## src/rtl/restoring_divider_pkg.sv

```systemverilog
// Shared types and defaults for the restoring divider.
// The optional divide-by-zero detector is enabled with DIV_ZERO_DETECT_EN.
package div_pkg;

    localparam int DIV_WIDTH_DEFAULT = 8;

    typedef enum logic [2:0] {
        StartState,
        LoadDivisorState,
        BeginCycleState,
        ShiftState,
        SubState,
        HaltState
    } div_state_t;

endpackage

```

## src/rtl/restoring_divider_if.sv

```systemverilog
// Front-end bus between the switch/button panel and the divider.
// DivByZero exists only when DIV_ZERO_DETECT_EN is defined.
interface restoring_divider_if #(
    parameter int WIDTH = div_pkg::DIV_WIDTH_DEFAULT
);
    logic             Run;
    logic             ClearR_LoadD;
    logic [WIDTH-1:0] Din;
    logic [WIDTH-1:0] Quotient;
    logic [WIDTH-1:0] Remainder;
    logic             Busy;
    logic             Done;
`ifdef DIV_ZERO_DETECT_EN
    logic             DivByZero;
`endif

    modport master (
        output Run,
        output ClearR_LoadD,
        output Din,
        input  Quotient,
        input  Remainder,
        input  Busy,
`ifdef DIV_ZERO_DETECT_EN
        input  DivByZero,
`endif
        input  Done
    );

    modport slave (
        input  Run,
        input  ClearR_LoadD,
        input  Din,
        output Quotient,
        output Remainder,
        output Busy,
`ifdef DIV_ZERO_DETECT_EN
        output DivByZero,
`endif
        output Done
    );

endinterface

```

## src/rtl/restoring_divider_control.sv

```systemverilog
// Control FSM and shift counter for the restoring divider.
// With DIV_ZERO_DETECT_EN a zero divisor short-circuits straight to Halt.
module div_control
    import div_pkg::*;
#(
    parameter int WIDTH = DIV_WIDTH_DEFAULT
) (
    input  logic Clk,
    input  logic Reset,
    input  logic Run,
    input  logic ClearR_LoadD,
`ifdef DIV_ZERO_DETECT_EN
    input  logic d_is_zero,
    output logic div_zero_hit,
    output logic DivByZero,
`endif
    output logic load_d,
    output logic clear_rq,
    output logic load_q,
    output logic shift_en,
    output logic sub_en,
    output logic last,
    output logic Busy,
    output logic Done
);

    localparam int CW = $clog2(WIDTH + 1);

    div_state_t      state;
    div_state_t      next_state;
    logic [CW-1:0]   count;

    assign last = (count == CW'(WIDTH));

    always_ff @(posedge Clk) begin
        if (Reset) begin
            state <= StartState;
            count <= '0;
        end else begin
            state <= next_state;
            if (state == BeginCycleState) begin
                count <= '0;
            end else if (state == ShiftState) begin
                count <= count + 1'b1;
            end
        end
    end

    // Run has priority over ClearR_LoadD when both are pressed in Start.
    always_comb begin
        next_state = state;
        case (state)
            StartState: begin
                if (Run) begin
                    next_state = BeginCycleState;
                end else if (ClearR_LoadD) begin
                    next_state = LoadDivisorState;
                end
            end
            LoadDivisorState: begin
                if (!ClearR_LoadD) begin
                    next_state = StartState;
                end
            end
            BeginCycleState: begin
`ifdef DIV_ZERO_DETECT_EN
                if (d_is_zero) begin
                    next_state = HaltState;
                end else begin
                    next_state = ShiftState;
                end
`else
                next_state = ShiftState;
`endif
            end
            ShiftState: next_state = SubState;
            SubState: begin
                if (last) begin
                    next_state = HaltState;
                end else begin
                    next_state = ShiftState;
                end
            end
            HaltState: begin
                if (!Run) begin
                    next_state = StartState;
                end
            end
            default: next_state = StartState;
        endcase
    end

    always_comb begin
        load_d   = 1'b0;
        clear_rq = 1'b0;
        load_q   = 1'b0;
        shift_en = 1'b0;
        sub_en   = 1'b0;
        Busy     = 1'b0;
        Done     = 1'b0;
`ifdef DIV_ZERO_DETECT_EN
        div_zero_hit = 1'b0;
`endif
        case (state)
            LoadDivisorState: begin
                load_d   = 1'b1;
                clear_rq = 1'b1;
            end
            BeginCycleState: begin
                Busy = 1'b1;
`ifdef DIV_ZERO_DETECT_EN
                div_zero_hit = d_is_zero;
                load_q       = !d_is_zero;
`else
                load_q = 1'b1;
`endif
            end
            ShiftState: begin
                Busy     = 1'b1;
                shift_en = 1'b1;
            end
            SubState: begin
                Busy   = 1'b1;
                sub_en = 1'b1;
            end
            HaltState: Done = 1'b1;
            default: ;
        endcase
    end

`ifdef DIV_ZERO_DETECT_EN
    // The flag lives exactly as long as the Halt it caused.
    always_ff @(posedge Clk) begin
        if (Reset) begin
            DivByZero <= 1'b0;
        end else if (div_zero_hit) begin
            DivByZero <= 1'b1;
        end else if (state == HaltState && !Run) begin
            DivByZero <= 1'b0;
        end
    end
`endif

endmodule

```

## src/rtl/restoring_divider.sv

```systemverilog
// Sequential unsigned restoring divider: R/Q/D datapath driven by div_control.
// Optional divide-by-zero detection is compiled in with DIV_ZERO_DETECT_EN.
module restoring_divider
    import div_pkg::*;
#(
    parameter int WIDTH = DIV_WIDTH_DEFAULT
) (
    input  logic Clk,
    input  logic Reset,
    restoring_divider_if.slave bus
);

    logic [WIDTH:0]   r_reg;
    logic [WIDTH-1:0] q_reg;
    logic [WIDTH-1:0] d_reg;
    logic [WIDTH:0]   diff;

    logic load_d;
    logic clear_rq;
    logic load_q;
    logic shift_en;
    logic sub_en;
    logic last;
    logic busy;
    logic done;

`ifdef DIV_ZERO_DETECT_EN
    logic d_is_zero;
    logic div_zero_hit;
    logic div_by_zero;

    assign d_is_zero     = (d_reg == '0);
    assign bus.DivByZero = div_by_zero;
`endif

    div_control #(
        .WIDTH(WIDTH)
    ) u_control (
        .Clk          (Clk),
        .Reset        (Reset),
        .Run          (bus.Run),
        .ClearR_LoadD (bus.ClearR_LoadD),
`ifdef DIV_ZERO_DETECT_EN
        .d_is_zero    (d_is_zero),
        .div_zero_hit (div_zero_hit),
        .DivByZero    (div_by_zero),
`endif
        .load_d       (load_d),
        .clear_rq     (clear_rq),
        .load_q       (load_q),
        .shift_en     (shift_en),
        .sub_en       (sub_en),
        .last         (last),
        .Busy         (busy),
        .Done         (done)
    );

    // A negative difference (MSB set) means the trial subtraction is discarded.
    assign diff = r_reg - {1'b0, d_reg};

    always_ff @(posedge Clk) begin
        if (Reset) begin
            r_reg <= '0;
            q_reg <= '0;
            d_reg <= '0;
        end else begin
            if (load_d) begin
                d_reg <= bus.Din;
            end
            if (clear_rq) begin
                r_reg <= '0;
                q_reg <= '0;
`ifdef DIV_ZERO_DETECT_EN
            end else if (div_zero_hit) begin
                r_reg <= {1'b0, bus.Din};
                q_reg <= '1;
`endif
            end else if (load_q) begin
                r_reg <= '0;
                q_reg <= bus.Din;
            end else if (shift_en) begin
                r_reg <= {r_reg[WIDTH-1:0], q_reg[WIDTH-1]};
                q_reg <= {q_reg[WIDTH-2:0], 1'b0};
            end else if (sub_en && !diff[WIDTH]) begin
                r_reg    <= diff;
                q_reg[0] <= 1'b1;
            end
        end
    end

    assign bus.Quotient  = q_reg;
    assign bus.Remainder = r_reg[WIDTH-1:0];
    assign bus.Busy      = busy;
    assign bus.Done      = done;

    // last is consumed inside the controller; it is exposed for debug taps.
    logic unused_last;
    assign unused_last = last;

endmodule

```

## src/flat_wrapper.sv

```systemverilog
// flat-port wrapper written by rule: the top's interface ports become plain ports
module restoring_divider_flat import div_pkg::*;
#(
    parameter int WIDTH = DIV_WIDTH_DEFAULT
)
  (Clk, Reset, bus_Run, bus_ClearR_LoadD, bus_Din, bus_Quotient, bus_Remainder, bus_Busy, bus_Done);
  restoring_divider_if #(.WIDTH(WIDTH)) bus_i ();
  input  logic Clk;
  input  logic Reset;
  input wire logic [$bits(bus_i.Run)-1:0] bus_Run;
  input wire logic [$bits(bus_i.ClearR_LoadD)-1:0] bus_ClearR_LoadD;
  input wire logic [$bits(bus_i.Din)-1:0] bus_Din;
  output wire logic [$bits(bus_i.Quotient)-1:0] bus_Quotient;
  output wire logic [$bits(bus_i.Remainder)-1:0] bus_Remainder;
  output wire logic [$bits(bus_i.Busy)-1:0] bus_Busy;
  output wire logic [$bits(bus_i.Done)-1:0] bus_Done;
  assign bus_i.Run = bus_Run;
  assign bus_i.ClearR_LoadD = bus_ClearR_LoadD;
  assign bus_i.Din = bus_Din;
  assign bus_Quotient = bus_i.Quotient;
  assign bus_Remainder = bus_i.Remainder;
  assign bus_Busy = bus_i.Busy;
  assign bus_Done = bus_i.Done;
  restoring_divider #(.WIDTH(WIDTH)) u_core (.Clk(Clk), .Reset(Reset), .bus(bus_i));
endmodule
```

## config.mk

```make
export PLATFORM = sky130hd
export DESIGN_NAME = restoring_divider_flat
export DESIGN_NICKNAME = d
export VERILOG_FILES = /design/src/rtl/restoring_divider_pkg.sv /design/src/rtl/restoring_divider_if.sv /design/src/rtl/restoring_divider_control.sv /design/src/rtl/restoring_divider.sv /design/src/flat_wrapper.sv
export SDC_FILE = /design/constraint.sdc
export NUM_CORES = 1
export LEC_CHECK = 0
export CORE_ASPECT_RATIO = 1.75
export CORE_UTILIZATION = 35
export CTS_BUF_LIST = sky130_fd_sc_hd__clkbuf_8
export CTS_CLUSTER_DIAMETER = 50
export CTS_CLUSTER_SIZE = 24
export DETAILED_ROUTE_END_ITERATION = 10
export PLACE_DENSITY = 0.61
export SLEW_MARGIN = 20
export SYNTH_ARGS = -nofsm -noshare
export SYNTH_HDL_FRONTEND = slang
export SYNTH_SLANG_ARGS = --single-unit
```

## constraint.sdc

```tcl
create_clock -name Clk -period 7.5 [get_ports Clk]
set_input_delay 1.5 -clock Clk [delete_from_list [all_inputs] [get_ports Clk]]
set_output_delay 1.5 -clock Clk [all_outputs]
set_load 0.02 [all_outputs]
```

### Word level (Yosys, flattened, before mapping)

Index checks and enable logic that the tools add are counted.

* reduce and logical (&&, ||, !) cells: 11
* muxes and demuxes: 18
* equal/unequal tests: 9
* $add $sub $neg: 2

Operators by type and width (count)
* 2-to-1 mux 9 bit: 2
* case mux 3 bit (6 select lines): 1
* 2-to-1 mux 3 bit: 5
* subtractor 9 x 8 -> 9 bit: 1
* 2-to-1 mux 1 bit: 8
* 2-to-1 mux 8 bit: 1
* 2-to-1 mux 7 bit: 1
* == test 3 x 2 -> 1 bit, second input constant: 2
* == test 3 bit, second input constant: 2
* OR reduction 3 bit: 2
* adder 4 x 1 -> 4 bit, second input constant: 1
* == test 4 bit, second input constant: 1
* inequality test 2 bit, second input constant: 2
* nonzero test 2 bit: 2
* OR reduction 2 bit: 2
* == test 3 x 1 -> 1 bit, second input constant: 1
* zero test 3 bit: 1
* inequality test 3 bit, second input constant: 1
* AND reduction 3 bit: 1
* nonzero test 3 bit: 1
* logical AND 1 bit: 1
* zero test 1 bit: 1

* word-level logic and storage cells: 46
* output and inout port bits: 18
* register bits: 32

### Depth between registers and ports, before layout

* depth after elaboration: 6
* gate-level depth with buffers: 10
* depth with buffers taken out: 9

### Hierarchy

A second synthesis with hierarchy kept.

* cell total of the unflattened synthesis: 227
* area, all modules: 1918.1 µm²

Modules (own cells, without submodules)
* restoring_divider: area each 1500.2 µm², seq. area each 500.5 µm², instances 1, cells an instance 176
* div_control: area each 417.9 µm², seq. area each 140.1 µm², instances 1, cells an instance 51

### Worst setup path after synthesis

No wires, ideal clock.

* path type: register -> output
* from: register u_core.u_control.state[0]
* to: output port bus_Done
* cell stages (with the launch flop): 4
* path slack: 4.871 ns
* data arrival time: 1.129 ns
* path buffers: 2
* cells stage by stage: dfxtp_1 buf_2 buf_1 and2_1

* longest elaborated chain between the ends: 2

Ends and longest elaborated chain
* start, declared: line restoring_divider_control.sv:29 `div_state_t state;`
* start signal, assigned: line restoring_divider_control.sv:37 `state <= StartState;`
* start signal, assigned: line restoring_divider_control.sv:40 `state <= next_state;`
* == test 3 bit: line restoring_divider_control.sv:104 `case (state)`
* 2-to-1 mux 1 bit: line restoring_divider_control.sv:104
* end, declared: line flat_wrapper.sv:16 `output wire logic [$bits(bus_i.Done)-1:0] bus_Done;`

Every way passes these cells.

### Worst setup path in the final report

* from: register u_core.u_control.state[0]
* to: output port bus_Busy

* longest elaborated chain between the ends: 3
* elaborated cells between the ends (all ways): 5
* those cells by class: eq/ne: 3; mux: 1; reduce/logical: 1

Ends and longest elaborated chain
* == test 3 x 2 -> 1 bit / == test 3 bit (equally long branches): line restoring_divider_control.sv:104
* OR reduction 3 bit (no source line) (*)
* 2-to-1 mux 1 bit (*): line restoring_divider_control.sv:104
* end, declared: line flat_wrapper.sv:15 `output wire logic [$bits(bus_i.Busy)-1:0] bus_Busy;`

Mark *: on every way between the ends. The rest lies on a longest branch, timed or not.

==> flow_summary.yaml <==
status:
  status: "finished with violations"
  violations: "DRC"
synthesis:
  netlist.top_cell.by_area: "dfxtp_1"
  synthMuxAreaShare: 0.0532
  synth.top_cell.area_share: 0.341
  synth_seq_cells: 32
  synth-seq-area-share: 0.341
  async_reset_ff_frac: 0
  syn_area_per_cell_um2: 7.90
  synth_top_family_by_area: "simple AND/OR/NAND/NOR gates"
  syn-cell-area_um2: 1880
  syn-instance-count: 238
  synth.cells.most_frequent: "nor2_1 (41), dfxtp_1 (32), a21oi_1 (21)"
  synth_compound_area_frac: 0.208
  synthSimpleGateAreaFrac: 0.215
  synthAdderAreaFrac: 0.0772
  synthFlopType: "dfxtp_1"
  synth_xor_xnor_area_share: 0.0186
  synth_area_leaders: "dfxtp_1 (34%), nor2_1 (8.2%), ha_1 (6.7%), a21oi_1 (5.6%), mux2i_1 (5.3%)"
  yosys_warnings: 0
  synth_most_common_cell: "nor2_1"
  synthesis.nets: 261
  synth_edf_count: 0
  ys_types: 48
pwr:
  p_sw_frac: 0.292
  p_per_area_nw_per_um2: 201
  seqPwrFrac: 0.418
  leakage_nw: 0.860
  ir_drop_mv: 0.128
  p_int_mw: 0.321
  p_clk_frac: 0.360
  switchingPower_mw: 0.132
  p_comb_frac: 0.222
grt:
  grt_pass1_wl_um: 7520
  overflow: 0
  antenna_found_initial: 0
  grt_max_degree: 21
  grt_pass1_vias: 1613
  grt_usage: 0.172
hold_path:
  min_path_type: "reg -> reg"
  min_path_cells: 2
critical_path:
  startpoint_type: "flop"
  required_ns: 6.00
  worstPathMaxFanout: 18
  arrival_ns: 2.14
  end_kind: "output pin"
  rr_worst_depth: 10
  critPathKind: "reg -> out"
clock_network:
  clk_latency_ns: 0.29
  hold_buffers: 0
  clk_pin_slew_ns: 0.07
  clock_tree.buffer_depth: 2
  cts_tree: "yes"
  clock_sinks: 32
  htreeDepth: 2
  cts_setup_buffers: 0
  cts-root-buf: "clkbuf_8"
  cts_buffers: 5
  ctsResizeCount: 0
sta:
  fin_tns_setup_ns: 0
  worst_pin_slew_ns: 0.861
  rsz0062_at_grt: "no"
  setup_viol: 0
  fin_ws_ns: 3.86
  final_max_slew_viol_count: 0
  fin_crit_ns: 3.64
  fmax_mhz: 275
  finalHoldViolations: 0
  skew_ns: 0.00704
  finalCritPeriodShare: 0.485
  maxSlewHeadroom: 0.425
detailed_routing:
  via_per_inst: 5.35
  first_iter_violations: 35
  drtAntennaViolNets: 0
  vias: 1665
  dr.pass1.iters: 7
  drc: 1
  wl_per_cell_um: 14.5
  finalWirelength_um: 4520
layout:
  antenna_cells: 0
  final_layout_size_suffix_gt1_frac: 0.0547
  largest_reg_flops: 9
  area_growth_pct: 20.1
  layout.nets: 278
floorplan:
  core-area_um2: 5210
  fp.dieW_um: 57.4
  fp.dieH_um: 99.0
  rows: 35
  initial_core_util: 0.361
  num_io_pins: 30
  die-area_um2: 5680
place:
  portBuffers: 29
  dp_slack_ns: 4.19
  place_congestion: 0.761
  dp_hpwl_um: 3300
run:
  drv_cap: 0
## through the flow
stage	total power [mW]	hold WS [ns]	instance area (um^2)	utilization	cells
floorplan	0.261	0.462	1880	-	238
global placement	0.293	0.488	2150	0.413	303
detailed placement	0.294	0.498	2150	0.413	303
CTS	0.458	0.506	2260	0.433	311
global route	0.476	0.531	2260	0.433	311
finish	0.454	0.508	2260	0.433	311
## worst max-delay path: stages, from the launching register on
cell and delay (ns):
dfxtp_1 0.89, inv_2 0.19, nand2_1 0.16, nand2_1 0.06, clkdlybuf4s50_1 0.55
## per-layer routing
layer | routed length, um | GRT usage
met1 | 1810 | 0.190
met2 | 2480 | 0.298
met3 | 117 | 0.0289
met4 | 113 | 0.105
met5 | 0 | 0
## cells by family after synthesis
kind of cell | Yosys count
compound gates | 59
xor+xnor | 4
fa+ha+maj | 11
buf+inv | 35
flops | 32
mux | 10
simple gates | 87
## power groups by stage
stage	Combinational, mW	Clock, mW	Sequential [mW]
6_report	0.101	0.164	0.190
2_1_floorplan	0.0687	0	0.192
3_3_place_gp	0.100	0	0.193
5_1_grt	0.111	0.174	0.191
3_5_place_dp	0.100	0	0.194
4_1_cts	0.101	0.167	0.190
## layout make-up
cell class,instances,area [um^2]
Tap cell,55,68.8
Inverter,13,48.8
Clock buffer,5,68.8
Fill cell,521,2950
Timing Repair Buffer,32,313
Sequential cell,32,641
Multi-Input combinational cell,171,1080
Clock inverter,3,38.8
## worst paths after layout
path / to / start / slack (ns)
worst max-delay path: bus_Busy / u_core.u_control.state[0] / 3.86
worst min-delay path: u_core.r_reg[4] / u_core.r_reg[3] / 0.51
worst max register to register: u_core.r_reg[6] / u_core.r_reg[0] / 4.65
worst min register to register: u_core.r_reg[4] / u_core.r_reg[3] / 0.51
## cell usage in the layout (no fill, tap or decap), types with 8 or more instances in the layout
| cell type | count |
|---|---|
| a21oi_1 | 21 |
| inv_1 | 13 |
| dfxtp_1 | 32 |
| nand3_1 | 8 |
| ha_1 | 10 |
| clkdlybuf4s50_1 | 29 |
| nor2_1 | 41 |
| a211oi_1 | 8 |
| mux2i_1 | 10 |
| nand2_1 | 13 |
Note: power is estimated with default switching activity, not from simulation.
